$ cat src/rtl/muldiv_if.sv
// Request/result bundle between an issuing core and the iterative
// multiply/divide unit. The master drives the request and the slave returns
// the register-file write-back.
interface muldiv_if;
  logic        start;
  logic [1:0]  op;
  logic [31:0] A;
  logic [31:0] B;
  logic [4:0]  dst;
  logic        busy;
  logic [31:0] wd;
  logic [4:0]  wn;
  logic        write;

  modport master (output start, op, A, B, dst, input busy, wd, wn, write);
  modport slave  (input start, op, A, B, dst, output busy, wd, wn, write);
endinterface

$ cat src/rtl/muldiv_unit.sv
// Iterative 32-bit unsigned multiply/divide unit with a fixed latency.
// One shift-add (multiply) or restoring-subtract (divide) step per RUN cycle,
// 32 steps, one extra cycle to present the result, then a DONE write-back
// cycle. The 64-bit working pair {hi_q, lo_q} serves both operations:
//   multiply: hi_q = partial product high half, lo_q = multiplier/product low
//   divide:   hi_q = partial remainder,         lo_q = dividend/quotient
module muldiv_unit (
  input  logic     clk,
  input  logic     reset,
  muldiv_if.slave  bus
);

  typedef enum logic [1:0] {IDLE, RUN, DONE} state_t;

  state_t      state_q, state_d;
  logic [4:0]  cnt_q;
  logic        fin_q;
  logic [1:0]  op_q;
  logic [4:0]  dst_q;
  logic [31:0] m_q;
  logic [31:0] hi_q, lo_q;
  logic [31:0] hi_n, lo_n;

  logic        busy_q;
  logic        write_q;
  logic [31:0] wd_q;
  logic [4:0]  wn_q;

  logic [32:0] mul_sum;
  logic        div_ge;
  logic [31:0] div_rem;

  // Next-state logic for the IDLE -> RUN -> DONE sequence.
  always_comb begin
    // NOTE: default first so every path assigns state_d and no latch is inferred.
    state_d = state_q;
    unique case (state_q)
      IDLE:    if (bus.start) state_d = RUN;
      RUN:     if (fin_q)     state_d = DONE;
      DONE:                   state_d = IDLE;
      default:                state_d = IDLE;
    endcase
  end

  // One iteration of the selected algorithm from the current working pair.
  always_comb begin
    mul_sum = {1'b0, hi_q} + {1'b0, (lo_q[0] ? m_q : 32'd0)};
    // Shifted partial remainder is {hi_q, lo_q[31]}; its top bit alone
    // guarantees it is at least the divisor. A zero divisor always
    // subtracts, yielding an all-ones quotient and the dividend as remainder.
    div_ge  = hi_q[31] || ({hi_q[30:0], lo_q[31]} >= m_q);
    div_rem = {hi_q[30:0], lo_q[31]} - m_q;
    hi_n    = hi_q;
    lo_n    = lo_q;
    if (!op_q[1]) begin
      hi_n = mul_sum[32:1];
      lo_n = {mul_sum[0], lo_q[31:1]};
    end else if (div_ge) begin
      hi_n = div_rem;
      lo_n = {lo_q[30:0], 1'b1};
    end else begin
      hi_n = {hi_q[30:0], lo_q[31]};
      lo_n = {lo_q[30:0], 1'b0};
    end
  end

  // State register.
  always_ff @(posedge clk or negedge reset) begin
    if (!reset) state_q <= IDLE;
    else        state_q <= state_d;
  end

  // Operand capture and iteration datapath.
  always_ff @(posedge clk or negedge reset) begin
    // NOTE: every datapath register is reset, so an aborted operation leaves
    // no stale operands behind for the next one.
    if (!reset) begin
      cnt_q <= 5'd0;
      fin_q <= 1'b0;
      op_q  <= 2'd0;
      dst_q <= 5'd0;
      m_q   <= 32'd0;
      hi_q  <= 32'd0;
      lo_q  <= 32'd0;
    end else begin
      // NOTE: non-blocking assignments so all registers update from the same
      // pre-edge values.
      unique case (state_q)
        IDLE: if (bus.start) begin
          cnt_q <= 5'd0;
          fin_q <= 1'b0;
          op_q  <= bus.op;
          dst_q <= bus.dst;
          hi_q  <= 32'd0;
          m_q   <= bus.op[1] ? bus.B : bus.A;
          lo_q  <= bus.op[1] ? bus.A : bus.B;
        end
        RUN: if (!fin_q) begin
          hi_q  <= hi_n;
          lo_q  <= lo_n;
          cnt_q <= cnt_q + 5'd1;
          if (cnt_q == 5'd31) fin_q <= 1'b1;
        end
        default: ;
      endcase
    end
  end

  // Registered outputs: result capture, write pulse and busy flag.
  always_ff @(posedge clk or negedge reset) begin
    if (!reset) begin
      busy_q  <= 1'b0;
      write_q <= 1'b0;
      wd_q    <= 32'd0;
      wn_q    <= 5'd0;
    end else begin
      busy_q  <= (state_d != IDLE);
      write_q <= 1'b0;
      if (state_q == RUN && fin_q) begin
        // Odd opcodes (MULHU, REMU) take the high/remainder half.
        wd_q    <= op_q[0] ? hi_q : lo_q;
        wn_q    <= dst_q;
        write_q <= (dst_q != 5'd0);
      end
    end
  end

  assign bus.busy  = busy_q;
  assign bus.write = write_q;
  assign bus.wd    = wd_q;
  assign bus.wn    = wn_q;

endmodule

$ cat src/flat_wrapper.sv
// flat-port wrapper written by rule: the top's interface ports become plain ports
module muldiv_unit_flat 
  (clk, reset, bus_start, bus_op, bus_A, bus_B, bus_dst, bus_busy, bus_wd, bus_wn, bus_write);
  muldiv_if bus_i ();
  input  logic clk;
  input  logic reset;
  input wire logic [$bits(bus_i.start)-1:0] bus_start;
  input wire logic [$bits(bus_i.op)-1:0] bus_op;
  input wire logic [$bits(bus_i.A)-1:0] bus_A;
  input wire logic [$bits(bus_i.B)-1:0] bus_B;
  input wire logic [$bits(bus_i.dst)-1:0] bus_dst;
  output wire logic [$bits(bus_i.busy)-1:0] bus_busy;
  output wire logic [$bits(bus_i.wd)-1:0] bus_wd;
  output wire logic [$bits(bus_i.wn)-1:0] bus_wn;
  output wire logic [$bits(bus_i.write)-1:0] bus_write;
  assign bus_i.start = bus_start;
  assign bus_i.op = bus_op;
  assign bus_i.A = bus_A;
  assign bus_i.B = bus_B;
  assign bus_i.dst = bus_dst;
  assign bus_busy = bus_i.busy;
  assign bus_wd = bus_i.wd;
  assign bus_wn = bus_i.wn;
  assign bus_write = bus_i.write;
  muldiv_unit u_core (.clk(clk), .reset(reset), .bus(bus_i));
endmodule
$ cat config.mk
export PLATFORM = sky130hd
export DESIGN_NAME = muldiv_unit_flat
export DESIGN_NICKNAME = d
export VERILOG_FILES = /design/src/rtl/muldiv_if.sv /design/src/rtl/muldiv_unit.sv /design/src/flat_wrapper.sv
export SDC_FILE = /design/constraint.sdc
export NUM_CORES = 1
export LEC_CHECK = 0
export CORE_MARGIN = 2
export CORE_UTILIZATION = 40
export DETAILED_ROUTE_END_ITERATION = 6
export PLACE_DENSITY = 0.59
export SYNTH_ARGS = -nofsm -noshare
export SYNTH_HDL_FRONTEND = slang
export SYNTH_SLANG_ARGS = --single-unit
$ cat constraint.sdc
create_clock -name clk -period 2.92 [get_ports clk]
set_input_delay 0.73 -clock clk [delete_from_list [all_inputs] [get_ports clk]]
set_output_delay 0.73 -clock clk [all_outputs]
set_load 0.005 [all_outputs]
==> qor.csv <==
stage,metric,value,unit
synthesis,synth-seq-cells,150,
power_and_ir_drop,pwr-share-seq,0.179,
critical_path,endpoint,u_core.hi_q[25],
timing,hold_viol_final,0,
global_routing,overflow,0,
synthesis,syn-num-nets,1469,
critical_path,crit_chain,inv_2 > ha_4 > fa_2 > nor2b_4 > o31a_1 > o21ai_2 > o21ai_2 > o311ai_2 > nand2_2 > buf_12 > buf_6 > o21ai_0 > a21oi_1 > a221o_1,
die,die_h,172,µm
layout,multiInputGateArea,7620,µm²
synthesis,async_flop_share,1.00,
global_routing,antenna_found_initial,1,
critical_path,cp_slowest_stage_delay,380,ps
die,initial_core_util,0.405,
power_and_ir_drop,leakage,7.11,nW
critical_path,crit_path_frequent_cell,o21ai_2,
detailed_routing,viasPerCell,5.40,
critical_path,slowest_stage,dfrtp_1,
power_and_ir_drop,p_switching,0.0106,W
timing,holdWs,245,ps
timing,finalCritPeriodShare,1.02,
cts,cts_hold_buf,0,
power_and_ir_drop,switching_share,0.458,
global_routing,grt_usage,0.261,
timing,rsz0062_at_grt,yes,
synthesis,ys_warn_count,0,
hold_path,hold_path.class,in -> async,
critical_path,cp.arrival,3300,ps
cts,h-tree-depth,4,
die,dieArea,29400,µm²
detailed_routing,drtIter0Drc,705,
layout,drive_above_1_share,0.256,
critical_path,worstPathRequired,3240,ps
synthesis,ys_types,70,
place,place_area,14000,µm²
critical_path,rrSetupSlack,-60,ps
layout,final_util,0.561,
detailed_routing,wirelength,38500,µm
place,io_buffers,112,
run,cap_viol_max_count,0,
layout,fillers,2512,
synthesis,syn_inst,1327,
cts,clk_latency,440,ps
detailed_routing,routedWlPerCell,19.4,µm
cts,cts_tree,yes,
critical_path,cpLargestDelayFamily,compound AO/OA/AOI/OAI gates,
timing,clock_skew,7.79,ps
synthesis,seq_area_frac_synth,0.334,
die,rows,61,
timing,finalMaxSlewViolations,0,
timing,max_slew.worst_pin.slew,996,ps
timing,max_clock_freq,0.336,GHz
synthesis,ys.flop_type,dfrtp_1,
cts,clock_path_buffers,2,
global_routing,grt_max_degree,63,
global_routing,grt_pass1_vias,10262,
cts,cts.reportedPaths.clkPinSlew,70,ps
die,io_pins,113,
status,failed_checks,setup timing,
timing,fin_ws,-60.3,ps
timing,setup_viol,4,
critical_path,r2r-start,u_core.lo_q[31],
power_and_ir_drop,p_clk_frac,0.103,
layout,design_area,15500,µm²
synthesis,netlist_area,11200,µm²
critical_path,worst-path-max-fanout,9,
power_and_ir_drop,ir_worst_vdd,0.543,mV
detailed_routing,route.detailed.drc,0,
place,place_hpwl,29100,µm
critical_path,critPathLaunchType,register,
power_and_ir_drop,power_per_cell_area,1480,nW/µm²
layout,seq_area,3770,µm²
die,core,27700,µm²
critical_path,r2r-end,u_core.hi_q[25],
timing,period_needed,2980,ps
global_routing,grt_pass1_wl,58500,µm
critical_path,cp.depth,14,
timing,slew_headroom,0.336,
layout,area.growth.synth_to_final,38.4,%
place,gp_congestion,0.943,
power_and_ir_drop,p_int,0.0125,W
critical_path,crit_start,u_core.lo_q[31],
place,dpl_worst_slack,-424,ps
die,die_w,172,µm
critical_path,ff2ff_path_depth,14,
synthesis,synth.avg_cell_area,8.46,µm²
layout,fin_nets,1740,
detailed_routing,ant_nets,0,
critical_path,crit_path_end_kind,register,
detailed_routing,firstDrtPassIters,6,
status,status,finished with violations,
critical_path,critPathBufInv,3,
cts,ctsRootBufferMaster,clkbuf_16,
layout,antennaDiodeCount,0,
layout,layout_common_cells,"buf_4 (197), dfrtp_1 (140), nand2_1 (138)",
critical_path,critical_path_class,reg -> reg,
power_and_ir_drop,pwr-share-comb,0.718,
synthesis,synth_edf_count,0,
detailed_routing,vias,10744,
cts,cts.sinks,150,
layout,layout_commonest_cell,buf_4,
cts,numCtsBuffers,17,
==> worst min path at each step <==
stage                                   to  depth (start not counted)  slack (ps)
after floorplan            u_core.bus.busy                          0         430
after global placement    u_core.bus.wd[6]                          2         460
after detailed placement  u_core.bus.wd[0]                          2         470
after CTS                   u_core.lo_q[7]                          1         260
after global routing        u_core.lo_q[7]                          1         270
final                       u_core.lo_q[7]                          1         250
==> power groups by stage <==
stage	Sequential, W	Combinational (W)	Clock [W]
after floorplan	0.00377	0.00883	0
after global placement	0.00409	0.0142	0
after detailed placement	0.00409	0.0143	0
after CTS	0.00408	0.0149	0.00240
after global routing	0.00425	0.0181	0.00249
final	0.00413	0.0165	0.00237
==> synthesized netlist by cell type (all sizes together) (3+ instances only) <==
cell type  count  area share
dfrtp        150        0.33
nor2         122       0.041
inv           50       0.017
or2            3      0.0017
nor3           6      0.0027
mux2          44       0.044
mux2i        113        0.10
o221ai         3      0.0023
a21boi         5      0.0033
and3           9      0.0050
a22o           5      0.0039
clkbuf        59       0.020
nand3         16      0.0071
o21a          10      0.0067
nand2        146       0.049
xor2          17       0.013
buf           16      0.0080
a221oi         4      0.0037
o21bai         6      0.0040
and2          33       0.018
a31oi         15      0.0084
a22oi          4      0.0027
ha            66       0.074
o21ai        137       0.062
nand2b        10      0.0056
nand4         12      0.0067
xnor2         31       0.024
nor4           3      0.0017
a21o          25       0.017
o211ai         5      0.0033
a21oi        140       0.063
or3            3      0.0017
o31a           4      0.0031
a211oi         8      0.0053
o22ai          4      0.0028
nor2b         10      0.0056
a221o          3      0.0027
==> worst reg2reg max path: stages (launching register included) <==
cell      delay (ps)
dfrtp_1          380
inv_2             80
ha_4             140
fa_2             250
nor2b_4           70
o31a_1           330
o21ai_2          180
o21ai_2          100
o311ai_2         280
nand2_2          220
buf_12           210
buf_6            140
o21ai_0          140
a21oi_1           60
a221o_1          270
==> routing by layer <==
layer	vias up	GRT usage	routed length, µm
li1	5260	-	-
met1	5157	0.390	18700
met2	291	0.383	16800
met3	34	0.0582	2530
met4	2	0.0582	510
met5	-	0	7
==> timing repair <==
item,CTS,global route
setup buffers,11,8
hold endpoints to repair,0,0
resized for setup,52,109
cloned,0,4
endpoints found under the setup margin,28,30
pin swaps,36,34
==> cell type report <==
type,instances,area share
Inverter,50,0.0121
Sequential cell,150,0.242
Clock inverter,12,0.0105
Multi-Input combinational cell,1052,0.490
Tap cell,378,0.0304
Timing Repair Buffer,327,0.185
Clock buffer,20,0.0294
==> cells by family after synthesis <==
family | count (synthesis) | synth area share
AO/OA/AOI/OAI | 396 | 0.209
XOR/XNOR | 48 | 0.0374
adder cells (fa/ha/maj) | 68 | 0.0771
buffers and inverters | 125 | 0.0445
flip-flops | 150 | 0.334
multiplexers | 157 | 0.145
AND/OR/NAND/NOR | 383 | 0.153
==> sequential cells by signal (all words and copies together) (netlist names) <==
| name | cells |
|---|---|
| u_core.lo_q | 32 |
| u_core.state_q | 2 |
| u_core.hi_q | 32 |
| u_core.bus.wd | 32 |
| u_core.dst_q | 5 |
| u_core.op_q | 2 |
| u_core.bus.wn | 5 |
| u_core.fin_q | 1 |
| u_core.m_q | 32 |
| u_core.cnt_q | 5 |
| u_core.bus.write | 1 |
| u_core.bus.busy | 1 |
==> metrics by stage <==
stage                     power (W)  instances  setup TNS, ps
after floorplan              0.0126       1327           -196
after global placement       0.0183       1936          -1820
after detailed placement     0.0184       1936          -3210
after CTS                    0.0214       1978              0
after global routing         0.0248       1989          -2200
final                        0.0230       1989           -123
Power figures use the tool's default switching activity.
==> RTL change 1 (same settings) <==
Reset style: synchronous (`reset`), changed in 3 clocked blocks.
--- a/src/rtl/muldiv_unit.sv
+++ b/src/rtl/muldiv_unit.sv
@@ -66,5 +66,5 @@
 
   // State register.
-  always_ff @(posedge clk or negedge reset) begin
+  always_ff @(posedge clk) begin
     if (!reset) state_q <= IDLE;
     else        state_q <= state_d;
@@ -72,5 +72,5 @@
 
   // Operand capture and iteration datapath.
-  always_ff @(posedge clk or negedge reset) begin
+  always_ff @(posedge clk) begin
     // NOTE: every datapath register is reset, so an aborted operation leaves
     // no stale operands behind for the next one.
@@ -108,5 +108,5 @@
 
   // Registered outputs: result capture, write pulse and busy flag.
-  always_ff @(posedge clk or negedge reset) begin
+  always_ff @(posedge clk) begin
     if (!reset) begin
       busy_q  <= 1'b0;
Function: differs if reset is asserted again (counterexample within 4 cycles, from zero or initial values and one cycle with reset low); with reset held inactive, the same outputs for 10 cycles.
==> RTL change 1 against the unedited design <==
The flow still finishes with violations (negative setup slack). Count of clock-buffer cells in the layout down 1. Maximum frequency up 1.3%. Worst hold slack better by 210 ps. Cell area down 9.3%. Synthesized area down 3.8%. Clock skew up 6.5 ps. Non-clock buffer count down 88. Wire length down 10%. Setup slack better by 40 ps. Final cell count down 5.4%. Sequential cell count unchanged. Critical path type unchanged. Largest cell class unchanged.
Power is left out: it rests on default switching activity, and per cell area and clock period it moved more than threefold.
==> RTL change 1: results (changes against the unedited design) <==
violated checks negative setup slack (unchanged); Placed Cells 1,839 (was 1,936); top cells by area, synth dfxtp_1 28%, a211oi_1 9.2%, mux2i_1 9.2%, ha_1 7.6%, a21oi_1 6.0% (was dfrtp_1 33%, mux2i_1 10%, ha_1 7.4%, a21oi_1 6.2%, o21ai_0 5.7%); placed wire-length estimate 25,500 µm (was 29,100 µm); Post-Synthesis Cells 1,355 (was 1,327); Total Nets Final 1,669 (was 1,740); post-synthesis sequential area ratio 0.278 (was 0.334); Critical-path top delay cell a2111oi_4 (was dfrtp_1); first-pass GRT wire length 54,400 µm (was 58,500 µm); layout cell share with drive strength beyond 1 0.167 (was 0.256); worst r2r src u_core.hi_q[1] (was u_core.lo_q[31]); fin cells 1,881 (was 1,989); crit-path max cell delay 460 ps (was 380 ps); worst r2r dst u_core.hi_q[27] (was u_core.hi_q[25]); Final Skew 14.3 ps (was 7.79 ps); maximum fanout along the worst path 4 (was 9); synth unique cells 68 (was 70); DIE AREA 28,300 µm² (was 29,400 µm²); routed wire length 34,600 µm (was 38,500 µm); Most used DFF post-synth dfxtp_1 (was dfrtp_1); commonest cells in the netlist 158 x nor2_1, 150 x dfxtp_1, 133 x a211oi_1 (was 150 x dfrtp_1, 145 x nand2_1, 139 x a21oi_1); initial DRC count 790 (was 705); final setup margin -20.7 ps (was -60.3 ps); vias in the first global route 10,161 (was 10,262); Async SR Flop Fraction 0 (was 1.00); syn nets 1,497 (was 1,469); class of the worst hold path reg2reg (was in2async); routability cong. 0.930 (was 0.943); pin count of the biggest net entering global routing 115 (was 63); Critical Path AT 3250 ps (was 3300 ps); Fillers 2,553 (was 2,512); worst reg2reg setup slack -20 ps (was -60 ps); vias per cell 5.64 (was 5.40); R2R depth 11 (was 14); initial antenna violation count 0 (was 1); Slew @ Worst Pin 588 ps (was 996 ps); Root Buffer clkbuf_16 (unchanged); GRT Total Usage 0.239 (was 0.261); # setup viols final 1 (was 4); TritonCTS buffer count 17 (unchanged); clock latency on the worst-skew pair 440 ps (about the same); run status finished, violations left (unchanged)
RTL change 1: routing by layer:
layer | up-vias | share of wire | global-route usage
li1 | 5283 | - | -
met1 | 5018 | 0.49 | 0.338
met2 | 266 | 0.46 | 0.387
met3 | 41 | 0.038 | 0.0275
met4 | 0 | 0.015 | 0.0663
met5 | - | 0 | 0
RTL change 1: worst min-delay path: stages (launching register included):
cell	delay, ps
dfxtp_1	310
nand2_1	50
a21oi_1	50
RTL change 1: how the worst max path moves through the flow:
stage                               from              end  cells past startpoint
after detailed placement  u_core.lo_q[0]  u_core.hi_q[31]                     13
after global placement    u_core.lo_q[0]  u_core.hi_q[26]                     13
after CTS                  u_core.m_q[0]  u_core.hi_q[26]                     12
final                     u_core.hi_q[1]  u_core.hi_q[27]                     11
after global routing      u_core.hi_q[1]  u_core.hi_q[27]                     11
after floorplan           u_core.lo_q[0]  u_core.hi_q[23]                     14
RTL change 1: layout make-up:
type	count	area share
Multi-Input combinational cell	1071	0.549
Sequential cell	150	0.214
Timing Repair Buffer	239	0.152
Clock buffer	19	0.0321
Tap cell	341	0.0303
Inverter	48	0.0129
Clock inverter	13	0.00949
RTL change 1: cells by family (layout without fill, tap and decap cells):
family	after synthesis	count (layout)	share of synthesized area
AOI/OAI and AO/OA	456	456	0.288
and+or+nand+nor	392	392	0.168
DFF	150	150	0.278
buffers and inverters	134	319	0.0485
muxes	100	100	0.0928
adders and majority gates	68	68	0.0802
xor gates and xnor gates	55	55	0.0446
RTL change 1: repair_timing:
action,4_1_cts,5_1_grt
buffers inserted,1,9
setup endpoints to repair,10,28
pin swaps,6,32
resized for setup,21,68
RTL change 1: metrics by stage:
step                      area (µm²)  hold WS (ps)  setup WS [ps]  setup TNS, ps
after floorplan                10800           440           65.8              0
after global placement         13000           444           -101           -324
after detailed placement       13000           448           -161           -670
after CTS                      13700           459          -11.6          -11.6
after global routing           14100           474           -103           -302
final                          14100           453          -20.7          -20.7
==> RTL change 2 (config.mk and constraints unchanged) <==
Without the edit above. The 3 states of `state_t` get a one-hot encoding in 3 bits.
--- a/src/rtl/muldiv_unit.sv
+++ b/src/rtl/muldiv_unit.sv
@@ -11,5 +11,5 @@
 );
 
-  typedef enum logic [1:0] {IDLE, RUN, DONE} state_t;
+  typedef enum logic [2:0] {IDLE = 3'b001, RUN = 3'b010, DONE = 3'b100} state_t;
 
   state_t      state_q, state_d;
Check against the original RTL: same outputs for any inputs over 10 cycles, from zero or initial values and one cycle with reset low; not proved beyond that.
==> RTL change 2 against the unedited design <==
Largest cell class unchanged. Critical path depth is 1 lower. Die area is 0.67% lower. Power is 28% lower. Synthesized area is 0.69% lower. Sequential cell count is 1 higher. Wire length is 9.8% lower. Non-clock buffer count is 56 lower. Synthesized cell count is 1.4% lower. Highest routed layer is now met4. First-iteration DRC count is 4.0% higher. Setup slack better by 78 ps. Cell area is 4.9% lower.
==> RTL change 2: results (changes against the unedited design) <==
clock latency on the worst-skew pair 420 ps (was 440 ps); vias per cell 5.36 (was 5.40); Synth Area in XOR/XNOR 0.0416 (was 0.0374); fin cells 1,916 (was 1,989); Req. time, crit path 3280 ps (was 3240 ps); Initial DRT Pass Iterations 5 (was 6); top cells by area, synth dfrtp_1 34%, mux2i_1 9.2%, ha_1 7.4%, a21oi_1 6.1%, nand2_1 4.9% (was dfrtp_1 33%, mux2i_1 10%, ha_1 7.4%, a21oi_1 6.2%, o21ai_0 5.7%); post-synthesis mux area share 0.130 (was 0.145); placed wire-length estimate 27,000 µm (was 29,100 µm); run status finished clean (was finished, violations left); synth unique cells 73 (was 70); P_leak 7.00 nW (was 7.11 nW); area of the multi-input gates 7350 µm² (was 7620 µm²); Fillers 2,621 (was 2,512); peak supply drop 0.580 mV (was 0.543 mV); class of the worst hold path in2async (unchanged); adder-cell area share of the yosys netlist 0.0776 (was 0.0771); layout cell share with drive strength beyond 1 0.205 (was 0.256); initial DRC count 733 (was 705); clk sink count 151 (was 150); Synth Area in Compound Gates 0.213 (was 0.209); routability cong. 0.884 (was 0.943); Final Skew 10.3 ps (was 7.79 ps); syn nets 1,450 (was 1,469); routed wire length 34,700 µm (was 38,500 µm); Area after DPL 13,700 µm² (was 14,000 µm²); Slew headroom 0.536 (was 0.336); crit-path max cell delay 450 ps (was 380 ps); Total Nets Final 1,668 (was 1,740); commonest cells in the netlist 150 x dfrtp_1, 145 x nand2_1, 136 x a21oi_1 (was 150 x dfrtp_1, 145 x nand2_1, 139 x a21oi_1); cell family with most CP delay compound AO/OA/AOI/OAI gates (unchanged); first-pass GRT wire length 55,000 µm (was 58,500 µm); post-synthesis sequential area ratio 0.339 (was 0.334); initial antenna violation count 0 (was 1); Critical-path top delay cell dfrtp_2 (was dfrtp_1); Post-Synthesis Cells 1,308 (was 1,327); GRT Total Usage 0.240 (was 0.261); vias in the first global route 9,862 (was 10,262)
## RTL change 2: cell types whose count changed after synthesis, sizes merged, moves of 6 or more
| cell | before | now |
|---|---|---|
| a21o | 25 | 43 |
| o21a | 10 | 3 |
| mux2i | 113 | 102 |
| nor2 | 122 | 111 |
| mux2 | 44 | 38 |
| a31oi | 15 | 9 |
| xor2 | 17 | 25 |
## RTL change 2: final timing paths
kind / from / to / slack [ps] / depth (start not counted)
worst max register to register: u_core.lo_q[0] / u_core.hi_q[19] / 20 / 13
worst min register to register: u_core.dst_q[0] / u_core.dst_q[0] / 490 / 2
min in group clk: u_core.dst_q[0] / u_core.dst_q[0] / 490 / 2
worst min-delay path: reset / u_core.bus.wd[8] / 250 / 1
max in group asynchronous: reset / u_core.m_q[10] / 1880 / 2
worst max-delay path: u_core.lo_q[0] / u_core.hi_q[19] / 20 / 13
## RTL change 2: layout make-up
cell class                      instances  area share
Clock buffer                           18      0.0297
Timing Repair Buffer                  271       0.162
Clock inverter                         13      0.0107
Sequential cell                       151       0.256
Tap cell                              378      0.0320
Inverter                               51      0.0129
Multi-Input combinational cell       1034       0.497
## RTL change 2: power by group
part	internal (mW)	total, mW	switching, mW
clock	1.31	2.31	1.00
sequential	2.77	3.53	0.757
combinational	4.91	10.7	5.76
total	8.99	16.5	7.52
## RTL change 2: what timing repair did
action / 4_1_cts / 5_1_grt
setup endpoints to repair: 16 / 29
gates resized for setup: 16 / 69
pin swaps: 10 / 29
buffers inserted: 4 / 7
## RTL change 2: metal layers
metal | GRT usage | up-vias | share of wire
li1 | - | 5080 | -
met1 | 0.365 | 4924 | 0.51
met2 | 0.362 | 243 | 0.44
met3 | 0.0382 | 23 | 0.045
met4 | 0.0413 | 0 | 0.0090
met5 | 0 | - | 0
